==> config.mk <==
export PLATFORM = sky130hd
export DESIGN_NAME = csr_trap_ctrl
export DESIGN_NICKNAME = d
export VERILOG_FILES = /design/src/rtl/csr_trap_ctrl.sv
export SDC_FILE = /design/constraint.sdc
export NUM_CORES = 1
export LEC_CHECK = 0
export ABC_AREA = 1
export CAP_MARGIN = 10
export CORE_MARGIN = 3
export CORE_UTILIZATION = 30
export DETAILED_ROUTE_END_ITERATION = 8
export PLACE_DENSITY_LB_ADDON = 0.1
export SKIP_LAST_GASP = 1
export SLEW_MARGIN = 10
export SYNTH_ARGS = -nofsm -noshare
export SYNTH_HDL_FRONTEND = slang
export SYNTH_SLANG_ARGS = --single-unit
export TNS_END_PERCENT = 1
==> constraint.sdc <==
create_clock -name clk -period 2.87 [get_ports clk]
set_clock_uncertainty 0.2 [all_clocks]
set_input_delay 0.861 -clock clk [delete_from_list [all_inputs] [get_ports clk]]
set_output_delay 0.861 -clock clk [all_outputs]
set_load 0.01 [all_outputs]
==> src/rtl/csr_trap_ctrl.sv <==
// Machine-mode CSR file with a two-state trap sequencer.
// Synchronises the timer/external IRQs and redirects the PC on trap entry and on mret.
module csr_trap_ctrl #(
  parameter logic [31:0] MTVEC_RESET = 32'h0000_0000,
  parameter int          SYNC_STAGES = 2
) (
  input  logic        clk,
  input  logic        rst_n,
  input  logic        inst_valid,
  input  logic [31:0] pc_mw,
  input  logic        csr_rd,
  input  logic        csr_wr,
  input  logic        is_mret,
  input  logic [11:0] csr_addr,
  input  logic [31:0] csr_wdata,
  input  logic        timer_irq,
  input  logic        ext_irq,
  output logic [31:0] csr_rdata,
  output logic        epc_taken,
  output logic [31:0] epc
);

  localparam logic [11:0] ADDR_MSTATUS = 12'h300;
  localparam logic [11:0] ADDR_MIE     = 12'h304;
  localparam logic [11:0] ADDR_MTVEC   = 12'h305;
  localparam logic [11:0] ADDR_MEPC    = 12'h341;
  localparam logic [11:0] ADDR_MCAUSE  = 12'h342;
  localparam logic [11:0] ADDR_MIP     = 12'h344;

  localparam logic [3:0] CODE_TIMER = 4'd7;
  localparam logic [3:0] CODE_EXT   = 4'd11;

  typedef enum logic {
    IDLE,
    HOLD
  } state_t;

  state_t state, state_next;

  logic [SYNC_STAGES-1:0] timer_sync, ext_sync;

  logic        mstatus_mie, mstatus_mpie;
  logic        mie_mtie, mie_meie;
  logic [31:0] mtvec;
  logic [31:0] mepc;
  logic [31:0] mcause;

  logic        mip_mtip, mip_meip;
  logic        pend;
  logic        in_idle;
  logic        trap_now;
  logic        mret_now;
  logic        wr_en;
  logic [3:0]  trap_code;
  logic [31:0] vec_base;
  logic [31:0] trap_target;

  // Plain flop chains; the last stage is what mip reports.
  always_ff @(posedge clk or negedge rst_n) begin
    if (!rst_n) begin
      timer_sync <= '0;
      ext_sync   <= '0;
    end else begin
      timer_sync <= {timer_sync[SYNC_STAGES-2:0], timer_irq};
      ext_sync   <= {ext_sync[SYNC_STAGES-2:0], ext_irq};
    end
  end

  assign mip_mtip = timer_sync[SYNC_STAGES-1];
  assign mip_meip = ext_sync[SYNC_STAGES-1];

  assign pend = mstatus_mie && ((mip_meip && mie_meie) || (mip_mtip && mie_mtie));

  assign in_idle  = (state == IDLE);
  assign trap_now = in_idle && pend && inst_valid && !is_mret;
  assign mret_now = in_idle && is_mret && inst_valid;

  // A trapped instruction is flushed, so its CSR write must not land.
  assign wr_en = csr_wr && inst_valid && in_idle && !trap_now;

  assign trap_code   = (mip_meip && mie_meie) ? CODE_EXT : CODE_TIMER;
  assign vec_base    = {mtvec[31:2], 2'b00};
  assign trap_target = (mtvec[1:0] == 2'b01) ? (vec_base + {26'd0, trap_code, 2'b00})
                                              : vec_base;

  always_ff @(posedge clk or negedge rst_n) begin
    if (!rst_n) begin
      state <= IDLE;
    end else begin
      state <= state_next;
    end
  end

  always_comb begin
    state_next = state;
    epc_taken  = 1'b0;
    epc        = 32'd0;
    case (state)
      IDLE: begin
        if (trap_now) begin
          epc_taken  = 1'b1;
          epc        = trap_target;
          state_next = HOLD;
        end else if (mret_now) begin
          epc_taken  = 1'b1;
          epc        = mepc;
          state_next = HOLD;
        end
      end
      HOLD: begin
        state_next = IDLE;
      end
      default: begin
        state_next = IDLE;
      end
    endcase
  end

  // Trap entry and mret own mstatus in their cycle; software writes fill in otherwise.
  always_ff @(posedge clk or negedge rst_n) begin
    if (!rst_n) begin
      mstatus_mie  <= 1'b0;
      mstatus_mpie <= 1'b0;
      mie_mtie     <= 1'b0;
      mie_meie     <= 1'b0;
      mtvec        <= MTVEC_RESET;
      mepc         <= 32'd0;
      mcause       <= 32'd0;
    end else if (trap_now) begin
      mepc         <= pc_mw & ~32'h3;
      mcause       <= {1'b1, 27'd0, trap_code};
      mstatus_mpie <= mstatus_mie;
      mstatus_mie  <= 1'b0;
    end else begin
      if (wr_en) begin
        case (csr_addr)
          ADDR_MSTATUS: begin
            mstatus_mie  <= csr_wdata[3];
            mstatus_mpie <= csr_wdata[7];
          end
          ADDR_MIE: begin
            mie_mtie <= csr_wdata[7];
            mie_meie <= csr_wdata[11];
          end
          ADDR_MTVEC:  mtvec  <= csr_wdata;
          ADDR_MEPC:   mepc   <= csr_wdata & ~32'h3;
          ADDR_MCAUSE: mcause <= csr_wdata;
          default: ;
        endcase
      end
      if (mret_now) begin
        mstatus_mie  <= mstatus_mpie;
        mstatus_mpie <= 1'b1;
      end
    end
  end

  always_comb begin
    csr_rdata = 32'd0;
    if (csr_rd) begin
      case (csr_addr)
        ADDR_MSTATUS: begin
          csr_rdata[3] = mstatus_mie;
          csr_rdata[7] = mstatus_mpie;
        end
        ADDR_MIE: begin
          csr_rdata[7]  = mie_mtie;
          csr_rdata[11] = mie_meie;
        end
        ADDR_MTVEC:  csr_rdata = mtvec;
        ADDR_MEPC:   csr_rdata = mepc;
        ADDR_MCAUSE: csr_rdata = mcause;
        ADDR_MIP: begin
          csr_rdata[7]  = mip_mtip;
          csr_rdata[11] = mip_meip;
        end
        default: csr_rdata = 32'd0;
      endcase
    end
  end

endmodule

Word-level counts from Yosys, hierarchy flattened
Cells that the tools add are included.

Add/subtract/negate cells: 1. Multipliers: 0. Divide/modulo/power cells: 0. $lt $le $gt $ge: 0. Eq/ne operators: 7. Shift operators: 0. Mux-type cells: 31. Bitwise operators: 2. Reductions and logical operators: 24.

Operators with widths (number): $mux 32 (11); $eq 12x10->1 const B (6); $pmux 20 s3 (1); $add 32x6->32 (1); $pmux 3 s3 (3); $logic_and 1x1->1 (11); $mux 1 (11); $pmux 1 s6 (1); $reduce_and 2->1 (3); $reduce_and 3->1 (2); $reduce_bool 2->1 (3); $reduce_bool 3->1 (2); $pmux 1 s5 (1); $mux 4 (1); $pmux 1 s4 (1); $eq 2x1->1 const B (1); $logic_not 1->1 (2); $not 1->1 (2); $pmux 1 s2 (1); $logic_or 1x1->1 (1).

Register bits: 105. Latch bits: 0. Bits in writable memories: 0. ROM bits: 0. Output and inout port bits: 65. Logic and storage cells: 75. Memories kept: 0.

Longest topological paths before layout
Depth after elaboration: 11. Mapped depth: 14. Depth with buffers taken out: 14.

Least setup slack after synthesis
No wires, ideal clock.

Path type: input port to output port. Start point: input csr_addr[5]. End point: output csr_rdata[17]. Data arrival time: 2020 ps. Required time: 1809 ps. Setup slack: -211 ps. Stages: 10. Cell sequence: nor2_1 -> nand3b_1 -> nor2_4 -> nand2_2 -> buf_6 -> nand3_2 -> nand2_1 -> buf_2 -> buf_6 -> nor2_1.

Longest elaborated chain between the ends: 3. Elaborated cells on any way between the ends: 5. Those cells by class: eq/ne (3); mux (2).

Ends and longest elaborated chain: start: declaration (line 14) `input logic [11:0] csr_addr,`; $eq 12x10->1 (line 161) `case (csr_addr)`; $pmux 20 s3 * (line 161); $mux 32 * (line 160) `if (csr_rd) begin`; end: declaration (line 18) `output logic [31:0] csr_rdata,`.

Every way passes the cells marked *; elsewhere a longest branch is shown, timed or not.

Worst setup path after layout
Start point: input csr_addr[5]. End point: output csr_rdata[12].

Same word-level chain as after synthesis.

==> results.py <==
metrics = {
    "layout": {
        "final_cell_count_no_fill": 1545,
        "fin_area_um2": 10700,
        "post-route-util": 0.501,
        "area_delta_synth_final_pct": 61.9,
        "antenna_cells": 0,
        "layout.nets": 1352,
        "drive_gt1_frac": 0.301,
        "nFillCells": 2123,
    },
    "timing": {
        "rsz0062_at_grt": "yes",
        "fin_tns_setup_ns": -37.27,
        "slew_headroom": 0.564,
        "fin_crit_sh": 1.24,
        "whs_ns": 0.157,
        "slew_violations": 0,
        "worst_slew_pin_slew_ns": 0.653,
        "setup-violations-final": 63,
        "clock.fmax_mhz": 282,
        "fin_ws_ns": -0.676,
        "fin_crit_ns": 3.55,
        "final-hold-violation-count": 0,
    },
    "floorplanning": {
        "io_pins": 149,
        "row_count": 53,
        "coreArea_um2": 21400,
        "die_w_um": 154,
        "die_h_um": 154,
        "start_util": 0.310,
        "die_area_um2": 23900,
    },
    "power": {
        "intPower_mw": 3.04,
        "p_switching_mw": 1.55,
        "p_clk_frac": 0.311,
        "power_leakage_nw": 5.29,
        "p_comb_frac": 0.236,
        "p_sw_frac": 0.338,
        "power_mw": 4.59,
        "irDropWorstVdd_uv": 319,
        "pwr-share-seq": 0.454,
        "power.density_nw_per_um2": 429,
    },
    "route": {
        "wl_per_cell_um": 18.7,
        "vias": 7613,
        "drc": 0,
        "drtIter0Drc": 557,
        "ant_nets": 0,
        "routed_wirelength_um": 28900,
        "vias_per_cell": 4.93,
        "dr.pass1.iters": 5,
    },
    "critical_path": {
        "crit_top_cell": "buf_6",
        "crit_family": "buffers and inverters",
        "arrival_ns": 2.49,
        "r2r_cells": 11,
        "critPathLaunch": "csr_addr[5]",
        "cp_slowest_cell": "dlygate4sd2_1",
        "end_kind": "output port",
        "slowest_delay_ns": 0.26,
        "cp_num_buf_inv": 5,
        "cp_max_fo": 5,
        "worstPathRequired_ns": 1.81,
        "crit_chain": "dlygate4sd2_1 > nor2_4 > nand3b_1 > nor2_4 > buf_6 > nand2_8 > nand3_4 > nand2_8 > buf_12 > buf_6 > a31oi_4 > buf_6",
        "r2r_end": "mtvec[1]",
        "r2r_slack_ns": 0.25,
        "path_class": "input pin to output port",
        "cp-start-kind": "input pin",
        "worstReg2RegStart": "mie_meie",
    },
    "placement": {
        "pre_cts_slack_ns": -1.28,
        "hpwl_um": 21200,
        "dp_cells": 1489,
        "dpl_cell_area_um2": 9680,
        "gp_congestion": 0.928,
        "numPortBuffers": 144,
    },
    "grt": {
        "grt_max_degree": 104,
        "gr-total-overflow": 0,
        "grt_pass1_wl_um": 44400,
        "grt_pass1_vias": 7541,
        "antenna_found_initial": 0,
        "track_usage": 0.243,
    },
    "synth": {
        "yosys-top-cells-area": "dfrtp_1 39%, nand2_1 19%, inv_1 6.4%",
        "synth_edf_count": 0,
        "synth_most_common_cell": "nand2_1",
        "ys_async_sr_fraction": 1.00,
        "synth_top_cell_by_area": "dfrtp_1",
        "ys_warn_count": 0,
        "synthCells": 969,
        "ys_seq_elements": 103,
        "yosys.cell_types.count": 42,
        "netlist_area_um2": 6610,
        "synth_top_area_share": 0.390,
        "syn_area_per_cell_um2": 6.82,
        "synthFlopType": "dfrtp_1",
        "seq_area_frac_synth": 0.390,
        "ys_top_cells_by_count": "334 x nand2_1, 113 x inv_1, 103 x dfrtp_1",
    },
    "worst_hold_path": {
        "min_from": "timer_sync[0]",
        "whs_endpoint": "timer_sync[1]",
        "hold_class": "register to register",
        "holdPathStages": 0,
    },
    "cts": {
        "htree_num_levels": 3,
        "path_clk_slew_ns": 0.09,
        "holdBufCountCts": 0,
        "clockBufferDepth": 2,
        "cts_buffers": 9,
        "clockRootBuffer": "clkbuf_16",
        "cts_tree": "built",
        "cts_sinks": 103,
        "clkLatencyLatePin_ns": 0.38,
    },
    "status": {
        "outcome": "finished, violations left",
        "violations": "negative setup slack",
    },
    "run": {
        "cap_violations": 0,
    },
}
-- power by group through the flow --
stage	registers [mW]	logic [mW]	clock network [mW]
final	2.08	1.08	1.43
after global routing	2.13	1.22	1.51
after CTS	2.07	1.08	1.44
after detailed placement	2.09	1.07	0
after global placement	2.09	1.05	0
after floorplan	1.98	0.574	0
-- sequential cells by signal, summed over array words and instances (netlist names) --
signal and cells:
mstatus_mpie 1, mie_mtie 1, timer_sync 2, mepc 30
mcause 32, mstatus_mie 1, ext_sync 2, mtvec 32
mie_meie 1, state 1
-- what timing repair did --
item | CTS | global route
buffers inserted | 27 | 2
setup endpoints to repair | 63 | 63
pin swaps | 31 | 11
cloned | 11 | 0
resized for setup | 359 | 23
endpoints found under the hold margin | 0 | 0
-- final cells by class --
cell class / instances / area, µm² / area share
clock inverter: 7 / 108 / 0.0101
clock buffer: 9 / 225 / 0.0210
multi-input combinational: 703 / 3870 / 0.361
inverter: 117 / 457 / 0.0427
sequential: 103 / 2580 / 0.241
tap: 275 / 344 / 0.0321
timing repair buffer: 331 / 3120 / 0.292
-- per-layer routing --
layer	track usage	vias to the layer above	part of all wire
met1	0.358	3575	0.48
met4	0.0551	0	0.020
met3	0.0579	32	0.069
met2	0.362	269	0.43
met5	0	-	0
li1	-	3737	-
-- layout by cell type, fill, tap and decap left out, types with 6 or more instances in the layout --
cell | netlist | final
a21oi_2 | 0 | 11
clkbuf_16 | 0 | 9
buf_6 | 4 | 19
dlygate4sd2_1 | 0 | 12
buf_12 | 0 | 22
clkdlybuf4s50_1 | 0 | 66
nor2_2 | 1 | 9
inv_1 | 113 | 106
nand2_1 | 334 | 320
a31oi_2 | 7 | 12
inv_2 | 3 | 7
nor2_4 | 6 | 19
o211ai_1 | 27 | 27
nand3_4 | 0 | 6
a31oi_4 | 0 | 7
nand2_2 | 4 | 11
buf_2 | 22 | 55
a21oi_1 | 25 | 14
clkdlybuf4s15_2 | 0 | 6
nor2_1 | 72 | 51
o21ai_1 | 30 | 35
dfrtp_1 | 103 | 102
nand3_1 | 50 | 41
o21ai_0 | 83 | 76
buf_16 | 0 | 7
nand4_1 | 9 | 9
buf_4 | 7 | 135
-- kinds of logic (layout without fill, tap and decap cells) --
kind of cell | count (synthesis) | after routing | share of synthesized area
fa+ha+maj | 3 | 3 | 0.00568
mux | 5 | 5 | 0.00851
buf+inv | 164 | 464 | 0.106
compound gates | 204 | 204 | 0.182
xor+xnor | 1 | 1 | 0.00132
other cells | 1 | 2 | 0.000567
flops | 103 | 103 | 0.390
simple gates | 488 | 488 | 0.306
-- worst max-delay path by stage --
stage	endpoint	slack [ns]	cells after the start
final	csr_rdata[12]	-0.68	12
after global routing	epc[28]	-0.78	17
after global placement	csr_rdata[3]	-1.25	11
after floorplan	csr_rdata[17]	-0.14	9
after CTS	epc[17]	-0.67	14
after detailed placement	csr_rdata[25]	-1.28	12
(Power assumes the default switching activity.)
